[config.mk]
export PLATFORM = sky130hd
export DESIGN_NAME = seq_pattern_tx
export DESIGN_NICKNAME = d
export VERILOG_FILES = /design/src/rtl/seq_pattern_tx.sv
export SDC_FILE = /design/constraint.sdc
export NUM_CORES = 1
export LEC_CHECK = 0
export ABC_AREA = 1
export CAP_MARGIN = 10
export CORE_MARGIN = 2
export CORE_UTILIZATION = 30
export DETAILED_ROUTE_END_ITERATION = 6
export PLACE_DENSITY_LB_ADDON = 0.25
export RECOVER_POWER = 50
export SYNTH_ARGS = -nofsm -noshare
export SYNTH_HDL_FRONTEND = slang
export SYNTH_SLANG_ARGS = --single-unit
[constraint.sdc]
create_clock -name clk_i -period 3.3 [get_ports clk_i]
set_input_delay 0.33 -clock clk_i [delete_from_list [all_inputs] [get_ports clk_i]]
set_output_delay 0.33 -clock clk_i [all_outputs]
set_load 0.03 [all_outputs]
[src/rtl/seq_pattern_tx.sv]
// seq_pattern_tx: serial test-sequence source (CLOCK / PRBS7 / PRBS15 / WORD)
// with bit-boundary rate/pattern switching and single-bit error injection.
module seq_pattern_tx #(
  parameter int                WORD_W = 16,
  parameter logic [WORD_W-1:0] WORD   = 16'hF0C3
) (
  input  logic       clk_i,
  input  logic       rst_i,
  input  logic [3:0] speedctr_i,
  input  logic [1:0] pattern_sel_i,
  input  logic       inject_err_i,
  output logic       ser_out_o,
  output logic       bit_strobe_o,
  output logic       frame_start_o,
  output logic       err_pending_o
);

  localparam int IW = (WORD_W > 1) ? $clog2(WORD_W) : 1;
  localparam logic [IW-1:0] IDX_LAST = IW'(WORD_W - 1);

  typedef enum logic [1:0] {
    PAT_CLOCK  = 2'b00,
    PAT_PRBS7  = 2'b01,
    PAT_PRBS15 = 2'b10,
    PAT_WORD   = 2'b11
  } pat_e;

  logic [3:0]    cnt_q, cnt_d;
  logic [3:0]    speed_q, speed_d;
  pat_e          pat_q, pat_d;
  logic [6:0]    prbs7_q, prbs7_d;
  logic [14:0]   prbs15_q, prbs15_d;
  logic [IW-1:0] idx_q, idx_d;
  logic          phase_q, phase_d;
  logic          ser_q, ser_d;
  logic          strobe_q, strobe_d;
  logic          frame_q, frame_d;
  logic          errp_q, errp_d;

  logic          tick;
  logic          chg;
  logic [6:0]    p7;
  logic [14:0]   p15;
  logic [IW-1:0] ix;
  logic          ph;
  logic          bit_v;
  logic          fs;

  assign tick = (cnt_q == speed_q);

  // State register; async reset returns every generator to its seed.
  always_ff @(posedge clk_i or posedge rst_i) begin
    if (rst_i) begin
      cnt_q    <= '0;
      speed_q  <= '0;
      pat_q    <= PAT_CLOCK;
      prbs7_q  <= 7'h7F;
      prbs15_q <= 15'h7FFF;
      idx_q    <= '0;
      phase_q  <= 1'b0;
      ser_q    <= 1'b0;
      strobe_q <= 1'b0;
      frame_q  <= 1'b0;
      errp_q   <= 1'b0;
    end else begin
      cnt_q    <= cnt_d;
      speed_q  <= speed_d;
      pat_q    <= pat_d;
      prbs7_q  <= prbs7_d;
      prbs15_q <= prbs15_d;
      idx_q    <= idx_d;
      phase_q  <= phase_d;
      ser_q    <= ser_d;
      strobe_q <= strobe_d;
      frame_q  <= frame_d;
      errp_q   <= errp_d;
    end
  end

  // Bit timer, boundary load, generator advance and error flip.
  always_comb begin
    cnt_d    = cnt_q;
    speed_d  = speed_q;
    pat_d    = pat_q;
    prbs7_d  = prbs7_q;
    prbs15_d = prbs15_q;
    idx_d    = idx_q;
    phase_d  = phase_q;
    ser_d    = ser_q;
    strobe_d = 1'b0;
    frame_d  = 1'b0;
    errp_d   = errp_q | inject_err_i;
    chg      = 1'b0;
    p7       = prbs7_q;
    p15      = prbs15_q;
    ix       = idx_q;
    ph       = phase_q;
    bit_v    = 1'b0;
    fs       = 1'b0;
    if (!tick) begin
      cnt_d = cnt_q + 4'd1;
    end else begin
      cnt_d   = '0;
      speed_d = speedctr_i;
      pat_d   = pat_e'(pattern_sel_i);
      chg     = (pattern_sel_i != pat_q);
      // A zero LFSR would lock up; treat it as a reseed.
      p7  = (chg || prbs7_q == '0) ? 7'h7F : prbs7_q;
      p15 = (chg || prbs15_q == '0) ? 15'h7FFF : prbs15_q;
      ix  = chg ? '0 : idx_q;
      ph  = chg ? 1'b0 : phase_q;
      unique case (pat_e'(pattern_sel_i))
        PAT_CLOCK: begin
          bit_v   = ~ph;
          fs      = ~ph;
          phase_d = ~ph;
        end
        PAT_PRBS7: begin
          bit_v   = p7[6];
          fs      = (p7 == 7'h7F);
          prbs7_d = {p7[5:0], p7[6] ^ p7[5]};
        end
        PAT_PRBS15: begin
          bit_v    = p15[14];
          fs       = (p15 == 15'h7FFF);
          prbs15_d = {p15[13:0], p15[14] ^ p15[13]};
        end
        PAT_WORD: begin
          bit_v = WORD[IDX_LAST - ix];
          fs    = (ix == '0);
          idx_d = (ix == IDX_LAST) ? '0 : ix + 1'b1;
        end
      endcase
      ser_d    = bit_v ^ errp_q;
      strobe_d = 1'b1;
      frame_d  = fs | chg;
      errp_d   = inject_err_i;
    end
  end

  assign ser_out_o     = ser_q;
  assign bit_strobe_o  = strobe_q;
  assign frame_start_o = frame_q;
  assign err_pending_o = errp_q;

endmodule

Word level (Yosys, flattened, before mapping) --
Memory sizes are Yosys's and may differ from the RTL's. Cells that the tools add are included.
Word-level totals: register bits 41, ROM bits 16, output and inout port bits 4, memories 1
Memories:
- (no name shown) | depth 16, width 1, read ports 1, clocked after Yosys merged registers in 0, wr ports 0, line 129 | bit_v = WORD[IDX_LAST - ix];
Cells by class: add/sub/neg operators 3, $lt $le $gt $ge 1, eq/ne operators 8, mux-type cells 14, bitwise logic cells 6, reductions and logical operators 10
Operator list (count):
- 15-bit == test (second input constant) | 1
- 15-bit logical NOT | 1
- 15-bit two-way mux | 1
- 4-bit two-way mux | 3
- 4-bit by 1-bit adder with 4-bit output (second input constant) | 2
- 1-bit one-hot mux with 4 select lines | 2
- 2-bit AND reduction | 4
- 7-bit == test (second input constant) | 1
- 7-bit logical NOT | 1
- 1-bit two-way mux | 7
- 7-bit two-way mux | 1
- 4-bit by 5-bit less-than comparator with 1-bit output (second input constant) | 1
- 2-bit == test (second input constant) | 2
- 4-bit == test | 1
- 4-bit == test (second input constant) | 1
- 4-bit logical NOT | 1
- 4-bit subtractor (first input constant) | 1
- 1-bit bitwise XOR | 3
- 2-bit by 1-bit == test with 1-bit output (second input constant) | 1
- 2-bit logical NOT | 1
- 1-bit logical OR | 2
- 2-bit inequality test | 1
- 1-bit OR | 2
- 1-bit inverter | 1

Logic depth before layout (Yosys ltp) --
Gate-level depths: netlist of run 1.
depth in word-level cells 8, depth in mapped cells 15, gate-level depth less buffers 14

Worst setup path before layout of run 1 --
OpenSTA, ideal clock, no wires.
kind input port to flip-flop, start point input pattern_sel_i[1], end point register ser_q, in the netlist ser_out_o, arrival 1.564 ns, data required time 3.183 ns, path slack 1.619 ns, cell stages on the path 14, cells stage by stage inv_2 -> nand2_1 -> nand2_1 -> nor2_4 -> buf_6 -> nand2_1 -> inv_1 -> ha_1 -> nand3_1 -> nand3b_1 -> nand4_1 -> nand2_1 -> nand3_1 -> nand2_1
Between the ends: longest elaborated chain between the ends 8, elaborated cells between the ends (all ways) 18, those cells by class add/sub: 1; eq/ne: 4; mux: 7; bitwise: 2; reduce/logical: 3; memory: 1
RTL lines:
- start: declaration | line 10 | input logic [1:0] pattern_sel_i,
- 2-bit inequality test | line 106 | chg = (pattern_sel_i != pat_q);
- 4-bit two-way mux | line 110 | ix = chg ? '0 : idx_q;
- 4-bit subtractor | line 129
- memory 16 x 1 bit
- 1-bit two-way mux (not written as such) | line 129
- 1-bit one-hot mux with 4 select lines * | line 112 | unique case (pat_e'(pattern_sel_i))
- 1-bit two-way mux * | line 100 | if (!tick) begin
- 1-bit bitwise XOR * | line 134 | ser_d = bit_v ^ errp_q;
- end signal: assignment | line 73 | ser_q <= ser_d;
- end: declaration | line 35 | logic ser_q, ser_d;
Every way passes the cells marked *; elsewhere a longest branch is shown, timed or not. The select of a mux whose other input is x is not followed. A chain may end at the register's enable or synchronous reset.

==> run_results.csv, run 1 <==
group,metric,value,unit
run,maxCapViolCount,1,
logic_synthesis,netlist_area,2170,µm²
hold_path,hold_class,"reg -> reg",
critical_path,worst-path-max-fanout,41,
power_and_ir_drop,leakage,1.15,nW
critical_path,arrival,2.31,ns
placed_design,hpwl,3000,µm
grt,grt_overflow,0,
layout,area_growth,14.6,%
power_and_ir_drop,finalPower,2.26,mW
route,drt_iter0_drc,35,
clocking,clock_tree.buffer_depth,2,
route,met1_length,2210,µm
sta,tightest_slew,2.13,ns
logic_synthesis,synth-seq-cells,41,
clocking,clk_latency,0.29,ns
layout,drive_above_1_share,14.0,%
sta,fin_tns_setup,0,ns
critical_path,start_kind,"input port",
clocking,tritoncts,"done",
placed_design,numPortBuffers,12,
floorplan,io_pins,13,
floorplan,fp.dieArea,7910,µm²
sta,maxSlewViolCount,42,
power_and_ir_drop,powerDensity,909,nW/µm²
clocking,cts_buffers,5,
clocking,cts_num_sinks,41,
grt,grt_pass1_vias,1657,
logic_synthesis,syn-num-nets,284,
outcome,outcome,"finished with violations",
sta,hold_violations,0,
logic_synthesis,yosysWarnings,0,
grt,grt_start_max_net_pins,42,
power_and_ir_drop,ir_drop,0.000363,V
logic_synthesis,yosysUniqueCellTypes,30,
route,first_pass_iters,4,
clocking,post_cts_buffers,0,
outcome,violations,"max-capacitance violations, max-slew violations",
route,vias_per_cell,4.50,
sta,setup_viol,0,
sta,max_slew_margin,-42.1,%
route,ant_nets,0,
route,num_vias,1716,
route,route.detailed.drc,0,
grt,grt_use_total,12.1,%
route,wl,4260,µm
logic_synthesis,yosysSeqAreaShare,48.6,%
sta,timing.final.ws_setup,0.962,ns
logic_synthesis,syn_inst,271,
clocking,hold_buffers,0,
route,top_layer,"met4",
critical_path,critical_path_class,"in -> async",
route,wl_met3,110,µm
floorplan,core.rowCount,30,
clocking,root_buffer,"clkbuf_8",
floorplan,core,6910,µm²
sta,post-route-period-util,70.8,%
sta,rsz0062_at_grt,"no",
clocking,htree_num_levels,2,
sta,clock_skew,0.00843,ns
floorplan,die-height,89.0,µm
floorplan,start_util,31.4,%
sta,finalCriticalPeriod,2.34,ns
layout,nets,297,
placed_design,gp_congestion,0.840,
logic_synthesis,syn_area_per_cell,7.99,µm²
route,wire_per_inst,11.2,µm
floorplan,dieWidth,89.0,µm
grt,antenna_found_initial,0,
clocking,cts_resized,0,
critical_path,endpoint_kind,"async pin",
layout,antennaDiodeCount,0,
route,route.met2.wl,1880,µm
grt,grt_pass1_wl,7500,µm
clocking,clk_pin_slew_worst_paths,0.08,ns
critical_path,cp.required,3.27,ns
sta,fmaxAchievable,0.428,GHz
placed_design,post-place-ws,0.776,ns
## logic make-up (layout without fill, tap and decap cells)
group | after synthesis | count (layout) | synth area share, %
AO/OA/AOI/OAI | 65 | 65 | 16.4
flip-flops | 41 | 41 | 48.6
adder cells (fa/ha/maj) | 4 | 4 | 2.31
buffers and inverters | 50 | 64 | 9.47
XOR/XNOR | 6 | 6 | 2.43
AND/OR/NAND/NOR | 105 | 105 | 20.7
## registers in the layout (all words and copies together), names as in the netlist
register and cells:
cnt_q 4, phase_q 1, frame_start_o 1, prbs7_q 7, pat_q 2, idx_q 4
err_pending_o 1, speed_q 4, ser_out_o 1, prbs15_q 15, bit_strobe_o 1
## cell usage in the layout, fill, tap and decap left out, types with 3 or more instances in the layout
cell type	count
o21ai_0	39
clkbuf_8	5
dfrtp_1	19
ha_1	4
dfstp_2	22
nand2_1	56
inv_1	36
xor2_1	5
inv_2	4
nand4_1	3
nor2_1	26
o21ai_1	11
nand3_1	12
o211ai_1	10
clkdlybuf4s50_1	11
## report_power, final
| group | total [mW] | internal, mW | switching [mW] |
|---|---|---|---|
| clock network | 0.396 | 0.225 | 0.172 |
| logic | 0.857 | 0.316 | 0.542 |
| registers | 1.00 | 0.840 | 0.163 |
| total | 2.26 | 1.38 | 0.876 |
## area by class of cell
class / count / area, µm²
Timing Repair Buffer: 15 / 139
Clock inverter: 2 / 35.0
Multi-Input combinational cell: 180 / 907
Clock buffer: 6 / 72.6
Fill cell: 764 / 4430
Tap cell: 96 / 120
Sequential cell: 41 / 1050
Inverter: 41 / 154
## critical path, cell delays in order
cell and delay, ns:
clkdlybuf4s50_1 0.40, inv_1 0.05, clkbuf_1 1.52
## worst paths after layout
check	startpoint	to	slack [ns]	cells after the start
max	rst_i	idx_q[1]	0.96	3
min	phase_q	phase_q	0.51	2
max reg2reg	cnt_q[0]	prbs7_q[3]	1.09	8
min reg2reg	phase_q	phase_q	0.51	2
max in group clk_i	cnt_q[0]	prbs7_q[3]	1.09	8
min in group asynchronous	rst_i	bit_strobe_o	1.13	3
## routing by layer
metal | global-route usage [%] | vias up
met5 | 0 | -
met1 | 16.5 | 797
li1 | - | 897
met2 | 18.5 | 18
met3 | 2.86 | 4
met4 | 4.88 | 0
## synthesized netlist by cell type, drive strengths merged
cell | n | area, µm²
xor2 | 5 | 43.8
dfrtp | 19 | 475
inv | 40 | 150
nand4 | 3 | 18.8
a31oi | 2 | 12.5
o211ai | 10 | 75.1
nor3 | 2 | 15.0
nand2 | 56 | 210
xnor2 | 1 | 8.76
buf | 5 | 33.8
a21oi | 2 | 10.0
ha | 4 | 50.1
o21ai | 50 | 250
or2 | 1 | 6.26
dfstp | 22 | 578
clkinv | 1 | 3.75
nand3 | 13 | 70.1
clkbuf | 4 | 17.5
o21bai | 1 | 7.51
nand3b | 1 | 7.51
nor2 | 29 | 121
## metrics by stage
step / std cells / hold slack [ns] / utilization, % / area [µm²]
2_1_floorplan: 271 / 0.440 / - / 2170
3_3_place_gp: 373 / 0.489 / 34.4 / 2380
3_5_place_dp: 373 / 0.489 / 34.4 / 2380
4_1_cts: 381 / 0.482 / 36.0 / 2480
5_1_grt: 381 / 0.541 / 35.9 / 2480
6_report: 381 / 0.507 / 35.9 / 2480
Note: power is estimated with default switching activity, not from simulation.
==> inputs of run 2 (changes only) <==
==> constraint.sdc (replaced) <==
create_clock -name clk_i -period 2.45 [get_ports clk_i]
set_input_delay 0.245 -clock clk_i [delete_from_list [all_inputs] [get_ports clk_i]]
set_output_delay 0.245 -clock clk_i [all_outputs]
set_load 0.03 [all_outputs]
==> run 2 against run 1 <==
  * The run now ends clean
  * Global-route usage grew 0.67 points
  * Register-to-register slack got worse by 0.63 ns
  * Power up 38%
  * Hold slack worse by 0.038 ns
  * Die area unchanged
  * Worst setup slack worse by 0.59 ns
  * Combinational power is 37% higher
  * Final area grew 0.86%
==> run_results.csv, run 2 (synthesized netlist as in run 1, its figures left out) <==
group,metric,value,unit
sta,whs,0.469,ns
route,first_pass_iters,4,
layout,largest_reg_flops,15,
placed_design,dpl-instance-area,2380,µm²
placed_design,post-place-ws,0.0850,ns
grt,grt_start_max_net_pins,42,
layout,nets,298,
floorplan,die-height,89.0,µm
layout,largestRegisters,"prbs15_q: 15 flops, prbs7_q: 7 flops",
sta,max_slew_margin,31.6,%
layout,antennaDiodeCount,0,
route,route.detailed.drc,0,
power_and_ir_drop,finalPower,3.10,mW
clocking,clock_tree.buffer_depth,2,
critical_path,worstRegToRegCells,8,
floorplan,core.rowCount,30,
critical_path,worst-path-max-fanout,7,
layout,regMostFlops,"prbs15_q",
sta,finalCriticalPeriod,2.08,ns
floorplan,io_pins,13,
placed_design,gp_congestion,0.858,
layout,fill_cells,753,
hold_path,hold_class,"in -> reg",
sta,tightest_slew,1.03,ns
floorplan,core,6910,µm²
critical_path,worstReg2RegStart,"speed_q[0]",
critical_path,arrival,2.27,ns
critical_path,endpoint_kind,"flip-flop",
grt,grt_pass1_vias,1692,
placed_design,numPortBuffers,12,
layout,area_growth,15.5,%
layout,design_area,2500,µm²
run,maxCapViolCount,0,
power_and_ir_drop,ir_drop,0.000404,V
sta,setup_viol,0,
route,vias_per_cell,4.58,
route,ant_nets,0,
outcome,outcome,"complete, no violations",
placed_design,hpwl,2990,µm
critical_path,cp.required,2.64,ns
grt,grt_pass1_wl,7850,µm
sta,rsz0062_at_grt,"no",
sta,post-route-period-util,84.7,%
layout,drive_above_1_share,15.0,%
critical_path,reg2reg_slack,0.46,ns
floorplan,start_util,31.4,%
floorplan,fp.dieArea,7910,µm²
sta,hold_violations,0,
sta,fmaxAchievable,0.482,GHz
power_and_ir_drop,leakage,1.16,nW
grt,grt_overflow,0,
clocking,root_buffer,"clkbuf_8",
route,num_vias,1748,
route,wl,4360,µm
floorplan,dieWidth,89.0,µm
clocking,hold_buffers,0,
clocking,cts_buffers,5,
layout,final_common_cell,"nand2_1",
route,drt_iter0_drc,102,
sta,timing.final.ws_setup,0.374,ns
clocking,tritoncts,"done",
critical_path,crit_path_end,"ser_out_o",
clocking,post_cts_buffers,0,
route,wire_per_inst,11.4,µm
clocking,clk_latency,0.31,ns
sta,maxSlewViolCount,0,
grt,grt_use_total,12.7,%
power_and_ir_drop,powerDensity,1240,nW/µm²
layout,layout_common_cells,"56 x nand2_1, 39 x o21ai_0, 36 x inv_1",
clocking,cts_num_sinks,41,
critical_path,worstSetupStartpoint,"pattern_sel_i[1]",
clocking,clk_pin_slew_worst_paths,0.10,ns
clocking,htree_num_levels,2,
grt,antenna_found_initial,0,
critical_path,critical_path_class,"in -> reg",
clocking,cts_resized,0,
critical_path,start_kind,"input port",
sta,clock_skew,0.0202,ns
critical_path,timing.rr.end,"prbs7_q[3]",
sta,fin_tns_setup,0,ns
run 2: changes by cell type in the layout (fill, tap and decap cells not counted):
cell             delta
clkbuf_2            +1
clkinv_2            -1
clkbuf_8            +1
clkdlybuf4s50_1     -1
clkbuf_1            -2
clkinvlp_4          +1
buf_4               +1
dlygate4sd3_1       +1
run 2: area by class of cell:
cell class,instances,area [µm²],share of cell area [%]
flip-flops and latches,41,1050,42.1
clock buffers,6,82.6,3.30
well taps,96,120,4.80
repair buffers,16,148,5.90
inverters,41,154,6.15
clock inverters,2,37.5,1.50
multi-input cells,180,907,36.3
run 2: worst min-delay path by stage:
stage             startpoint      endpoint  cells after the start
2_1_floorplan  speedctr_i[0]    speed_q[0]                      2
3_3_place_gp       ser_out_o     ser_out_o                      2
3_5_place_dp       ser_out_o     ser_out_o                      2
4_1_cts                rst_i  bit_strobe_o                      3
5_1_grt        speedctr_i[1]    speed_q[1]                      3
6_report       speedctr_i[1]    speed_q[1]                      3
run 2: worst max-delay path, cell delays in order:
cell             delay (ns)
clkdlybuf4s50_1        0.60
inv_2                  0.12
nand2_1                0.07
nand2_1                0.09
nor2_4                 0.16
inv_2                  0.07
nor2_1                 0.18
ha_1                   0.27
nand3_1                0.08
nand3b_1               0.11
nand4_1                0.10
nand2_1                0.06
nand3_1                0.07
nand2_1                0.05
run 2: layer usage:
layer  track usage [%]  vias up  wire length, µm
li1                  -      902                -
met1              18.1      812             2290
met2              18.7       26             1870
met3              3.32        8              133
met4              4.75        0               77
met5                 0        -                0
run 2: power by group:
part	internal [mW]	total [mW]	switching [mW]
logic	0.436	1.17	0.730
clock network	0.332	0.581	0.249
registers	1.13	1.36	0.225
total	1.90	3.10	1.20
run 2: stage by stage:
| step | std cells | util [%] |
|---|---|---|
| after floorplan | 271 | - |
| after global placement | 374 | 34.5 |
| after detailed placement | 374 | 34.5 |
| after CTS | 382 | 36.3 |
| after global routing | 382 | 36.2 |
| final | 382 | 36.2 |
